[config.mk]
export PLATFORM = sky130hd
export DESIGN_NAME = c1541_track_loader_flat
export DESIGN_NICKNAME = d
export VERILOG_FILES = /design/src/rtl/c1541_track_loader_if.sv /design/src/rtl/c1541_track_loader.sv /design/src/flat_wrapper.sv
export SDC_FILE = /design/constraint.sdc
export NUM_CORES = 1
export LEC_CHECK = 0
export BUFFER_PORTS_ARGS = -buffer_cell sky130_fd_sc_hd__buf_4
export CORE_MARGIN = 10
export CORE_UTILIZATION = 55
export CTS_BUF_LIST = sky130_fd_sc_hd__clkbuf_8 sky130_fd_sc_hd__clkbuf_16
export CTS_CLUSTER_SIZE = 24
export DETAILED_ROUTE_END_ITERATION = 10
export GPL_ROUTABILITY_DRIVEN = 1
export PLACE_DENSITY = 0.74
export SLEW_MARGIN = 0
export SYNTH_ARGS = -nofsm -noshare
export SYNTH_HDL_FRONTEND = slang
export SYNTH_SLANG_ARGS = --single-unit
[constraint.sdc]
create_clock -name clk -period 8.2 [get_ports clk]
set_input_delay 1.64 -clock clk [delete_from_list [all_inputs] [get_ports clk]]
set_output_delay 1.64 -clock clk [all_outputs]
set_load 0.02 [all_outputs]
[src/rtl/c1541_track_loader_if.sv]
// SD block-side handshake of the track loader: one 256-byte sector per request.
interface c1541_track_loader_if;
   logic [31:0] sd_lba;
   logic        sd_rd;
   logic        sd_wr;
   logic        sd_ack;
   logic [4:0]  sd_buff_sector;

   // The loader issues requests and addresses; the SD side answers with ack.
   modport master (
      output sd_lba, sd_rd, sd_wr, sd_buff_sector,
      input  sd_ack
   );

   modport slave (
      input  sd_lba, sd_rd, sd_wr, sd_buff_sector,
      output sd_ack
   );
endinterface

[src/rtl/c1541_track_loader.sv]
// Moves whole D64 tracks between the SD block interface and the GCR track
// buffer: writes back a dirty track, then reads the newly requested one.
module c1541_track_loader #(
   parameter int SETTLE = 1000
) (
   input  logic                        clk,
   input  logic                        reset,
   input  logic                        img_mounted,
   input  logic                        img_readonly,
   input  logic [5:0]                  track,
   input  logic                        gcr_we,
   output logic                        busy,
   c1541_track_loader_if.master        sd
);

   typedef enum logic [2:0] {
      S_IDLE, S_SETTLE, S_WB_REQ, S_WB_WAIT, S_RD_REQ, S_RD_WAIT
   } state_t;

   localparam int CW = $clog2(SETTLE + 1);
   localparam logic [CW-1:0] SETTLE_LAST = CW'(SETTLE - 1);

   state_t         state;
   logic [5:0]     cur_track;
   logic [5:0]     settle_track;
   logic [CW-1:0]  settle_cnt;
   logic [4:0]     sec;
   logic           loaded;
   logic           mounted;
   logic           dirty;
   logic           mount_pend;

   logic [5:0]     eff_track;
   logic [4:0]     cur_sec_last;
   logic [31:0]    cur_start;

   // Sectors per track for the four D64 speed zones.
   function automatic logic [4:0] track_spt(input logic [5:0] t);
      if (t <= 6'd17)      track_spt = 5'd21;
      else if (t <= 6'd24) track_spt = 5'd19;
      else if (t <= 6'd30) track_spt = 5'd18;
      else                 track_spt = 5'd17;
   endfunction

   // Absolute index of the first 256-byte sector of a track in the image.
   function automatic logic [31:0] track_start(input logic [5:0] t);
      logic [31:0] tw;
      tw = 32'(t);
      if (t <= 6'd17)      track_start = (tw - 32'd1) * 32'd21;
      else if (t <= 6'd24) track_start = 32'd357 + (tw - 32'd18) * 32'd19;
      else if (t <= 6'd30) track_start = 32'd490 + (tw - 32'd25) * 32'd18;
      else                 track_start = 32'd598 + (tw - 32'd31) * 32'd17;
   endfunction

   // Clamp the requested track into the legal 1..35 range.
   always_comb begin
      eff_track = track;
      if (track == 6'd0)       eff_track = 6'd1;
      else if (track > 6'd35)  eff_track = 6'd35;
   end

   assign cur_sec_last = track_spt(cur_track) - 5'd1;
   assign cur_start    = track_start(cur_track);

   // Track loader FSM with registered SD requests, addresses and busy.
   // NOTE: every register here is assigned with <= so all updates in a cycle
   // see the same pre-edge values; later assignments in the block take priority.
   always_ff @(posedge clk) begin
      if (reset) begin
         state              <= S_IDLE;
         cur_track          <= '0;
         settle_track       <= '0;
         settle_cnt         <= '0;
         sec                <= '0;
         loaded             <= 1'b0;
         mounted            <= 1'b0;
         dirty              <= 1'b0;
         mount_pend         <= 1'b0;
         busy               <= 1'b1;
         sd.sd_rd           <= 1'b0;
         sd.sd_wr           <= 1'b0;
         sd.sd_lba          <= '0;
         sd.sd_buff_sector  <= '0;
      end else begin
         // Dirty marking only counts while a valid track is idle in the buffer;
         // a read-only image never keeps anything to write back.
         if (img_readonly)
            dirty <= 1'b0;
         else if (gcr_we && loaded && state == S_IDLE)
            dirty <= 1'b1;

         // A mount arriving mid-transfer waits until the transfer finishes.
         if (img_mounted && state inside {S_WB_REQ, S_WB_WAIT, S_RD_REQ, S_RD_WAIT})
            mount_pend <= 1'b1;

         case (state)
            S_IDLE: begin
               if (img_mounted || mount_pend) begin
                  mounted      <= 1'b1;
                  loaded       <= 1'b0;
                  dirty        <= 1'b0;
                  mount_pend   <= 1'b0;
                  busy         <= 1'b1;
                  settle_cnt   <= '0;
                  settle_track <= eff_track;
                  state        <= S_SETTLE;
               end else if (mounted && eff_track != cur_track) begin
                  busy         <= 1'b1;
                  settle_cnt   <= '0;
                  settle_track <= eff_track;
                  state        <= S_SETTLE;
               end
            end

            S_SETTLE: begin
               if (img_mounted) begin
                  // New image before any transfer started: drop the old dirty data.
                  mounted      <= 1'b1;
                  loaded       <= 1'b0;
                  dirty        <= 1'b0;
                  settle_cnt   <= '0;
                  settle_track <= eff_track;
               end else if (eff_track != settle_track) begin
                  settle_cnt   <= '0;
                  settle_track <= eff_track;
               end else if (settle_cnt == SETTLE_LAST) begin
                  loaded <= 1'b0;
                  sec    <= '0;
                  if (dirty && !img_readonly) begin
                     state <= S_WB_REQ;
                  end else begin
                     cur_track <= eff_track;
                     state     <= S_RD_REQ;
                  end
               end else begin
                  settle_cnt <= settle_cnt + 1'b1;
               end
            end

            S_WB_REQ: begin
               if (sd.sd_wr && sd.sd_ack) begin
                  sd.sd_wr <= 1'b0;
                  state    <= S_WB_WAIT;
               end else begin
                  sd.sd_wr          <= 1'b1;
                  sd.sd_lba         <= cur_start + 32'(sec);
                  sd.sd_buff_sector <= sec;
               end
            end

            S_WB_WAIT: begin
               if (!sd.sd_ack) begin
                  if (sec == cur_sec_last) begin
                     dirty     <= 1'b0;
                     cur_track <= eff_track;
                     sec       <= '0;
                     state     <= S_RD_REQ;
                  end else begin
                     sec   <= sec + 5'd1;
                     state <= S_WB_REQ;
                  end
               end
            end

            S_RD_REQ: begin
               if (sd.sd_rd && sd.sd_ack) begin
                  sd.sd_rd <= 1'b0;
                  state    <= S_RD_WAIT;
               end else begin
                  sd.sd_rd          <= 1'b1;
                  sd.sd_lba         <= cur_start + 32'(sec);
                  sd.sd_buff_sector <= sec;
               end
            end

            S_RD_WAIT: begin
               if (!sd.sd_ack) begin
                  if (sec == cur_sec_last) begin
                     loaded <= 1'b1;
                     busy   <= 1'b0;
                     state  <= S_IDLE;
                  end else begin
                     sec   <= sec + 5'd1;
                     state <= S_RD_REQ;
                  end
               end
            end

            default: state <= S_IDLE;
         endcase
      end
   end

endmodule

[src/flat_wrapper.sv]
// flat-port wrapper written by rule: the top's interface ports become plain ports
module c1541_track_loader_flat 
#(
   parameter int SETTLE = 1000
)
  (clk, reset, img_mounted, img_readonly, track, gcr_we, busy, sd_sd_lba, sd_sd_rd, sd_sd_wr, sd_sd_buff_sector, sd_sd_ack);
  c1541_track_loader_if sd_i ();
  input  logic clk;
  input  logic reset;
  input  logic img_mounted;
  input  logic img_readonly;
  input  logic [5:0] track;
  input  logic gcr_we;
  output logic busy;
  output wire logic [$bits(sd_i.sd_lba)-1:0] sd_sd_lba;
  output wire logic [$bits(sd_i.sd_rd)-1:0] sd_sd_rd;
  output wire logic [$bits(sd_i.sd_wr)-1:0] sd_sd_wr;
  output wire logic [$bits(sd_i.sd_buff_sector)-1:0] sd_sd_buff_sector;
  input wire logic [$bits(sd_i.sd_ack)-1:0] sd_sd_ack;
  assign sd_sd_lba = sd_i.sd_lba;
  assign sd_sd_rd = sd_i.sd_rd;
  assign sd_sd_wr = sd_i.sd_wr;
  assign sd_sd_buff_sector = sd_i.sd_buff_sector;
  assign sd_i.sd_ack = sd_sd_ack;
  c1541_track_loader #(.SETTLE(SETTLE)) u_core (.clk(clk), .reset(reset), .img_mounted(img_mounted), .img_readonly(img_readonly), .track(track), .gcr_we(gcr_we), .busy(busy), .sd(sd_i));
endmodule
==> impl_metrics.yaml, run 1 <==
worst_setup_path:
  crit_end: "u_core.sd.sd_lba[29]"
  critPathKind: "reg -> reg"
  critPathLaunchType: "flip-flop"
  cp_data_required_time_ps: 8430
  r2r-end: "u_core.sd.sd_lba[29]"
  crit_fanout: 16
  arrival_ps: 7570
  regToRegStartpoint: "u_core.cur_track[0]"
  crit_start: "u_core.cur_track[0]"
  r2r_cells: 24
  ff2ff_setup_slack_ps: 860
  end_kind: "flip-flop"
cts:
  htree_levels: 3
  clkLatencyLatePin_ps: 350
  hold_buffers: 0
  cts-root-buf: "clkbuf_16"
  clk_pin_slew_ps: 60
  cts_sinks: 74
  numCtsBuffers: 9
  post_cts_resized: 0
  clk_path_buf_depth: 2
  cts_tree: "built"
  post_cts_buffers: 0
detailed_routing:
  drtPass1Iterations: 6
  drc_errors: 0
  wire_per_inst_um: 17.7
  via_per_inst: 6.24
  routed_wl_mm: 22.4
  drt_iter0_markers: 721
  ant_nets: 0
  via_count: 7889
place:
  hpwl_mm: 17.5
  gp_congestion: 0.955
  numPortBuffers: 51
power_and_ir_drop:
  power_frac_comb_pct: 5.4
  p_leak_nw: 3.89
  ir_worst_vdd_mv: 0.0916
  switching_share_pct: 23.1
  p_switching_mw: 0.198
  intPower_mw: 0.660
  clkPwrFrac_pct: 51.6
  sequentialPowerShare_pct: 43.0
  cellPowerDensity_mw_per_mm2: 95.1
  total_power_mw: 0.858
floorplanning:
  die_y_um: 142
  die_area_mm2: 0.0203
  floorplan.initialDensity_pct: 56.3
  die_w_um: 142
  pin_count: 52
  num_rows: 44
  core_area_mm2: 0.0146
synthesis:
  synth-seq-cells: 74
  synth_ff_type: "dfxtp_1"
  synth.avg_cell_area_um2: 7.80
  synth-edff-count: 0
  synth_area_mm2: 0.00825
  synth-async-reset-ratio_pct: 0
  synth_top_area_share_pct: 18.0
  synth.distinct_cells: 87
  synth.top_cells.by_area: "dfxtp_1 18%, ha_1 15%, xnor2_1 7.3%"
  ys_seq_area_share_pct: 18.0
  yosysWarnings: 0
  syn_inst: 1058
  synth.net_count: 1189
  synth_top_area_cell: "dfxtp_1"
run_status:
  status: "completed"
finish:
  drive_gt1_share_pct: 10.1
  synthToLayoutAreaGrowth_pct: 9.33
  nNetsFinal: 1207
  diodes: 0
  final_cell_mix: "103 x nand2_1, 102 x ha_1, 98 x nor2_1, 74 x dfxtp_1, 71 x a21oi_1"
  layout.cells.most_common: "nand2_1"
sta:
  hold_violations: 0
  setup_tns_ps: 0
  period_needed_ps: 7340
  max_freq_mhz: 136
  min_period_over_period_pct: 89.5
  setup_violations: 0
  slew_headroom_pct: 31.1
  slew_violations: 0
  rsz0062_at_grt: "false"
  worst_slew_pin_slew_ps: 1030
  skew_ps: 8.92
global_route:
  grt-ovfl-total: 0
  grt_start_max_net_pins: 56
  grt_pass1_wl_mm: 36.5
  grt_antenna_before_repair: 0
  grt_pass1_vias: 7211
  grt_usage_pct: 21.7
run:
  drv_cap: 0
min_path:
  hp-class: "reg -> reg"
## metal layers
layer / part of all wire, % / global-route usage (%)
met5: 0 / 0
met3: 7.3 / 3.67
met4: 2.8 / 8.63
met2: 45 / 34.1
met1: 45 / 28.9
## registers in the layout, indices dropped and copies added (netlist names)
register	cells
u_core.loaded	1
u_core.dirty	1
u_core.settle_track	6
u_core.sec	5
u_core.state	3
u_core.sd.sd_rd	1
u_core.settle_cnt	10
u_core.mounted	1
u_core.cur_track	6
u_core.sd.sd_lba	32
u_core.sd.sd_wr	1
u_core.mount_pend	1
u_core.sd.sd_buff_sector	5
u_core.busy	1
## worst max-delay path, cell delays in order (launching register included)
cell and delay, ps:
dfxtp_1 750, inv_1 310, ha_1 360, nand3b_1 170, nand2b_1 460, inv_1 300
ha_1 290, inv_1 70, fa_1 430, fa_1 510, inv_1 40, ha_1 340
a21oi_1 160, o21ai_0 90, a21oi_1 270, o21ai_0 160, nand2_1 100, ha_1 220
a2bb2oi_1 150, a311oi_2 330, nand3b_1 190, nor4_2 570, nand2_1 310, o311a_1 410
a221o_1 260
## cell usage after synthesis (all sizes together) (5+ instances only)
cell type  number
nand4b          5
or3            13
a22oi           5
a211o           7
nor2          100
fa             17
dfxtp          74
clkbuf         28
a31oi          12
and4            5
xor2           22
nor2b          11
buf            22
o21bai          5
nor4           13
a21oi          76
o31ai           6
o21ai          53
and3            7
a221oi          9
nand3b          5
a211oi         23
o21a            6
xnor2          69
nand4          15
a21o           14
ha            102
mux2i          14
or4             6
o22ai           6
nand2b         16
nand2         103
nor3           21
nand3          39
o211ai          7
inv            66
## power by group through the flow
stage / Combinational (mW) / Clock, mW / Sequential (mW)
detailed placement: 0.0456 / 0 / 0.377
finish: 0.0462 / 0.443 / 0.369
global route: 0.0519 / 0.465 / 0.369
global placement: 0.0451 / 0 / 0.377
CTS: 0.0462 / 0.449 / 0.369
floorplan: 0.0352 / 0 / 0.374
## cells by family after synthesis
| logic type | Yosys count | share of synthesized area [%] |
|---|---|---|
| flops | 74 | 18.0 |
| xor+xnor | 91 | 9.66 |
| fa+ha+maj | 119 | 19.6 |
| mux | 17 | 2.11 |
| compound gates | 267 | 22.0 |
| simple gates | 374 | 22.8 |
| buf+inv | 116 | 5.85 |
## cell type report
cell class | count | area [µm²]
Multi-Input combinational cell | 868 | 6300
Fill cell | 1374 | 5620
Sequential cell | 74 | 1480
Timing Repair Buffer | 57 | 428
Inverter | 66 | 248
Clock buffer | 10 | 239
Tap cell | 184 | 230
Clock inverter | 6 | 95.1
## worst min-delay path by stage
stage / from / to / slack (ps) / cells past startpoint
2_1_floorplan: u_core.mounted / u_core.mounted / 440 / 2
3_5_place_dp: u_core.sd.sd_lba[31] / u_core.sd.sd_lba[31] / 450 / 2
4_1_cts: u_core.sd.sd_lba[4] / u_core.sd.sd_lba[4] / 450 / 2
3_3_place_gp: u_core.sd.sd_lba[13] / u_core.sd.sd_lba[13] / 440 / 2
5_1_grt: u_core.sd.sd_lba[4] / u_core.sd.sd_lba[4] / 470 / 2
6_report: u_core.sd.sd_lba[4] / u_core.sd.sd_lba[4] / 450 / 2
## stage by stage
stage                     utilization (%)  hold slack (ps)  cells  worst slack, ps  area [µm²]
after floorplan                         -              438   1058             1970        8250
after global placement               59.3              438   1249             1170        8690
after detailed placement             59.3              445   1249             1030        8690
after CTS                            61.6              452   1265              970        9020
after global routing                 61.6              468   1265              233        9020
final                                61.6              451   1265              859        9020
(Power assumes the default switching activity.)
==> run 2: changes to the inputs <==
--- a/config.mk
+++ b/config.mk
@@ -6,13 +6,15 @@
 export NUM_CORES = 1
 export LEC_CHECK = 0
 export BUFFER_PORTS_ARGS = -buffer_cell sky130_fd_sc_hd__buf_4
+export CELL_PAD_IN_SITES_DETAIL_PLACEMENT = 0
+export CELL_PAD_IN_SITES_GLOBAL_PLACEMENT = 1
 export CORE_MARGIN = 10
-export CORE_UTILIZATION = 55
+export CORE_UTILIZATION = 47
 export CTS_BUF_LIST = sky130_fd_sc_hd__clkbuf_8 sky130_fd_sc_hd__clkbuf_16
 export CTS_CLUSTER_SIZE = 24
 export DETAILED_ROUTE_END_ITERATION = 10
 export GPL_ROUTABILITY_DRIVEN = 1
-export PLACE_DENSITY = 0.74
+export PLACE_DENSITY = 0.83
 export SLEW_MARGIN = 0
 export SYNTH_ARGS = -nofsm -noshare
 export SYNTH_HDL_FRONTEND = slang
==> run 2 against run 1 <==
Effect of this change: non-clock buffer count unchanged; first-iteration DRC count down 20%; sequential share of layout area down 0.11 points; global-route usage down 2.2 points.
==> impl_metrics.yaml, run 2 (synthesized netlist as in run 1, its figures left out) <==
run_status:
  status: "completed"
floorplanning:
  pin_count: 52
  die_w_um: 153
  floorplan.initialDensity_pct: 47.9
  core_area_mm2: 0.0172
  die_y_um: 153
  num_rows: 48
  die_area_mm2: 0.0233
global_route:
  grt_start_max_net_pins: 56
  grt_pass1_wl_mm: 38.1
  grt_pass1_vias: 7015
  grt_antenna_before_repair: 0
  grt-ovfl-total: 0
  grt_usage_pct: 19.4
finish:
  final_cell_mix: "103 x nand2_1, 102 x ha_1, 98 x nor2_1, 74 x dfxtp_1, 71 x a21oi_1"
  multi_input_area_mm2: 0.00630
  synthToLayoutAreaGrowth_pct: 10.0
  drive_gt1_share_pct: 9.99
  diodes: 0
  layout.cells.most_common: "nand2_1"
  nNetsFinal: 1207
  stdcell_count: 1306
  postLayoutCoreUtil_pct: 52.7
  seqCellArea_mm2: 0.00148
  reg_top3: "u_core.sd.sd_lba x32, u_core.settle_cnt x10"
  fillCellCount: 1672
  regMostFlops: "u_core.sd.sd_lba"
  fin_area_mm2: 0.00908
  largest_reg_flops: 32
detailed_routing:
  drt_iter0_markers: 576
  via_per_inst: 5.93
  routed_wl_mm: 23.6
  wire_per_inst_um: 18.1
  drtPass1Iterations: 5
  drc_errors: 0
  via_count: 7743
  ant_nets: 0
sta:
  setup_tns_ps: 0
  setup_violations: 0
  worst_slew_pin_slew_ps: 967
  period_needed_ps: 7410
  rsz0062_at_grt: "false"
  skew_ps: 12.5
  slew_headroom_pct: 35.6
  min_period_over_period_pct: 90.4
  max_freq_mhz: 135
  hold_ws_ps: 451
  setup_ws_ps: 785
  hold_violations: 0
  slew_violations: 0
place:
  placed_area_mm2: 0.00874
  dp_slack_ps: 935
  numPortBuffers: 51
  hpwl_mm: 18.2
  gp_congestion: 0.945
  dpl.cell_count: 1290
cts:
  clkLatencyLatePin_ps: 350
  clk_path_buf_depth: 2
  numCtsBuffers: 9
  post_cts_buffers: 0
  post_cts_resized: 0
  cts_tree: "built"
  cts_sinks: 74
  htree_levels: 3
  clk_pin_slew_ps: 60
  hold_buffers: 0
  cts-root-buf: "clkbuf_16"
run:
  drv_cap: 0
min_path:
  min_delay_path_depth: 2
  hp-class: "reg -> reg"
power_and_ir_drop:
  p_leak_nw: 3.90
  total_power_mw: 0.878
  cellPowerDensity_mw_per_mm2: 96.7
  ir_worst_vdd_mv: 0.166
worst_setup_path:
  cp.depth: 24
  r2r_cells: 24
  arrival_ps: 7650
  cp_data_required_time_ps: 8430
  crit_fanout: 16
  crit_slowest_cell: "dfxtp_1"
  end_kind: "flip-flop"
  critPathLaunchType: "flip-flop"
  cp_slowest_stage_delay_ps: 770
  crit_family: "adder cells"
  crit_chain: "inv_1, ha_1, nand3b_1, nand2b_1, inv_1, ha_1, inv_1, fa_1, fa_1, inv_1, ha_1, a21oi_1, o21ai_0, a21oi_1, o21ai_0, nand2_1, ha_1, a2bb2oi_1, a311oi_2, nand3b_1, nor4_2, nand2_1, o311a_1, a221o_1"
  critPathKind: "reg -> reg"
  path_buf_inv: 4
run 2: cell count changes in the layout (fill, tap and decap cells not counted), sizes merged:
cell	previous run	this run
clkbuf	10	9
bufinv	2	3
run 2: area by class of cell:
class	instances	share of cell area, %
Multi-Input combinational cell	868	69.4
Sequential cell	74	16.3
Tap cell	225	3.10
Clock inverter	7	1.28
Clock buffer	9	2.48
Timing Repair Buffer	57	4.71
Inverter	66	2.73
run 2: worst reg2reg max path: cells and delay by family, from the launching register on:
family / cells / cell delay, ps
AOI/OAI and AO/OA: 8 / 1840
DFF: 1 / 770
buffers and inverters: 4 / 740
adders and majority gates: 6 / 2180
and+or+nand+nor: 6 / 1780
run 2: final timing paths:
check | slack [ps] | from | end
max | 790 | u_core.cur_track[0] | u_core.sd.sd_lba[29]
min | 450 | u_core.sd.sd_lba[15] | u_core.sd.sd_lba[15]
max reg2reg | 790 | u_core.cur_track[0] | u_core.sd.sd_lba[29]
min reg2reg | 450 | u_core.sd.sd_lba[15] | u_core.sd.sd_lba[15]
run 2: layer usage:
layer / vias up / part of all wire, % / global-route usage [%]
li1: 3835 / - / -
met1: 3631 / 48 / 27.7
met2: 247 / 44 / 29.4
met3: 30 / 6.0 / 3.36
met4: 0 / 1.6 / 5.00
met5: - / 0 / 0
run 2: report_power, final:
part | total [mW] | switching, mW | internal [mW]
clock | 0.462 | 0.164 | 0.298
combinational | 0.0466 | 0.0278 | 0.0188
sequential | 0.369 | 0.00612 | 0.363
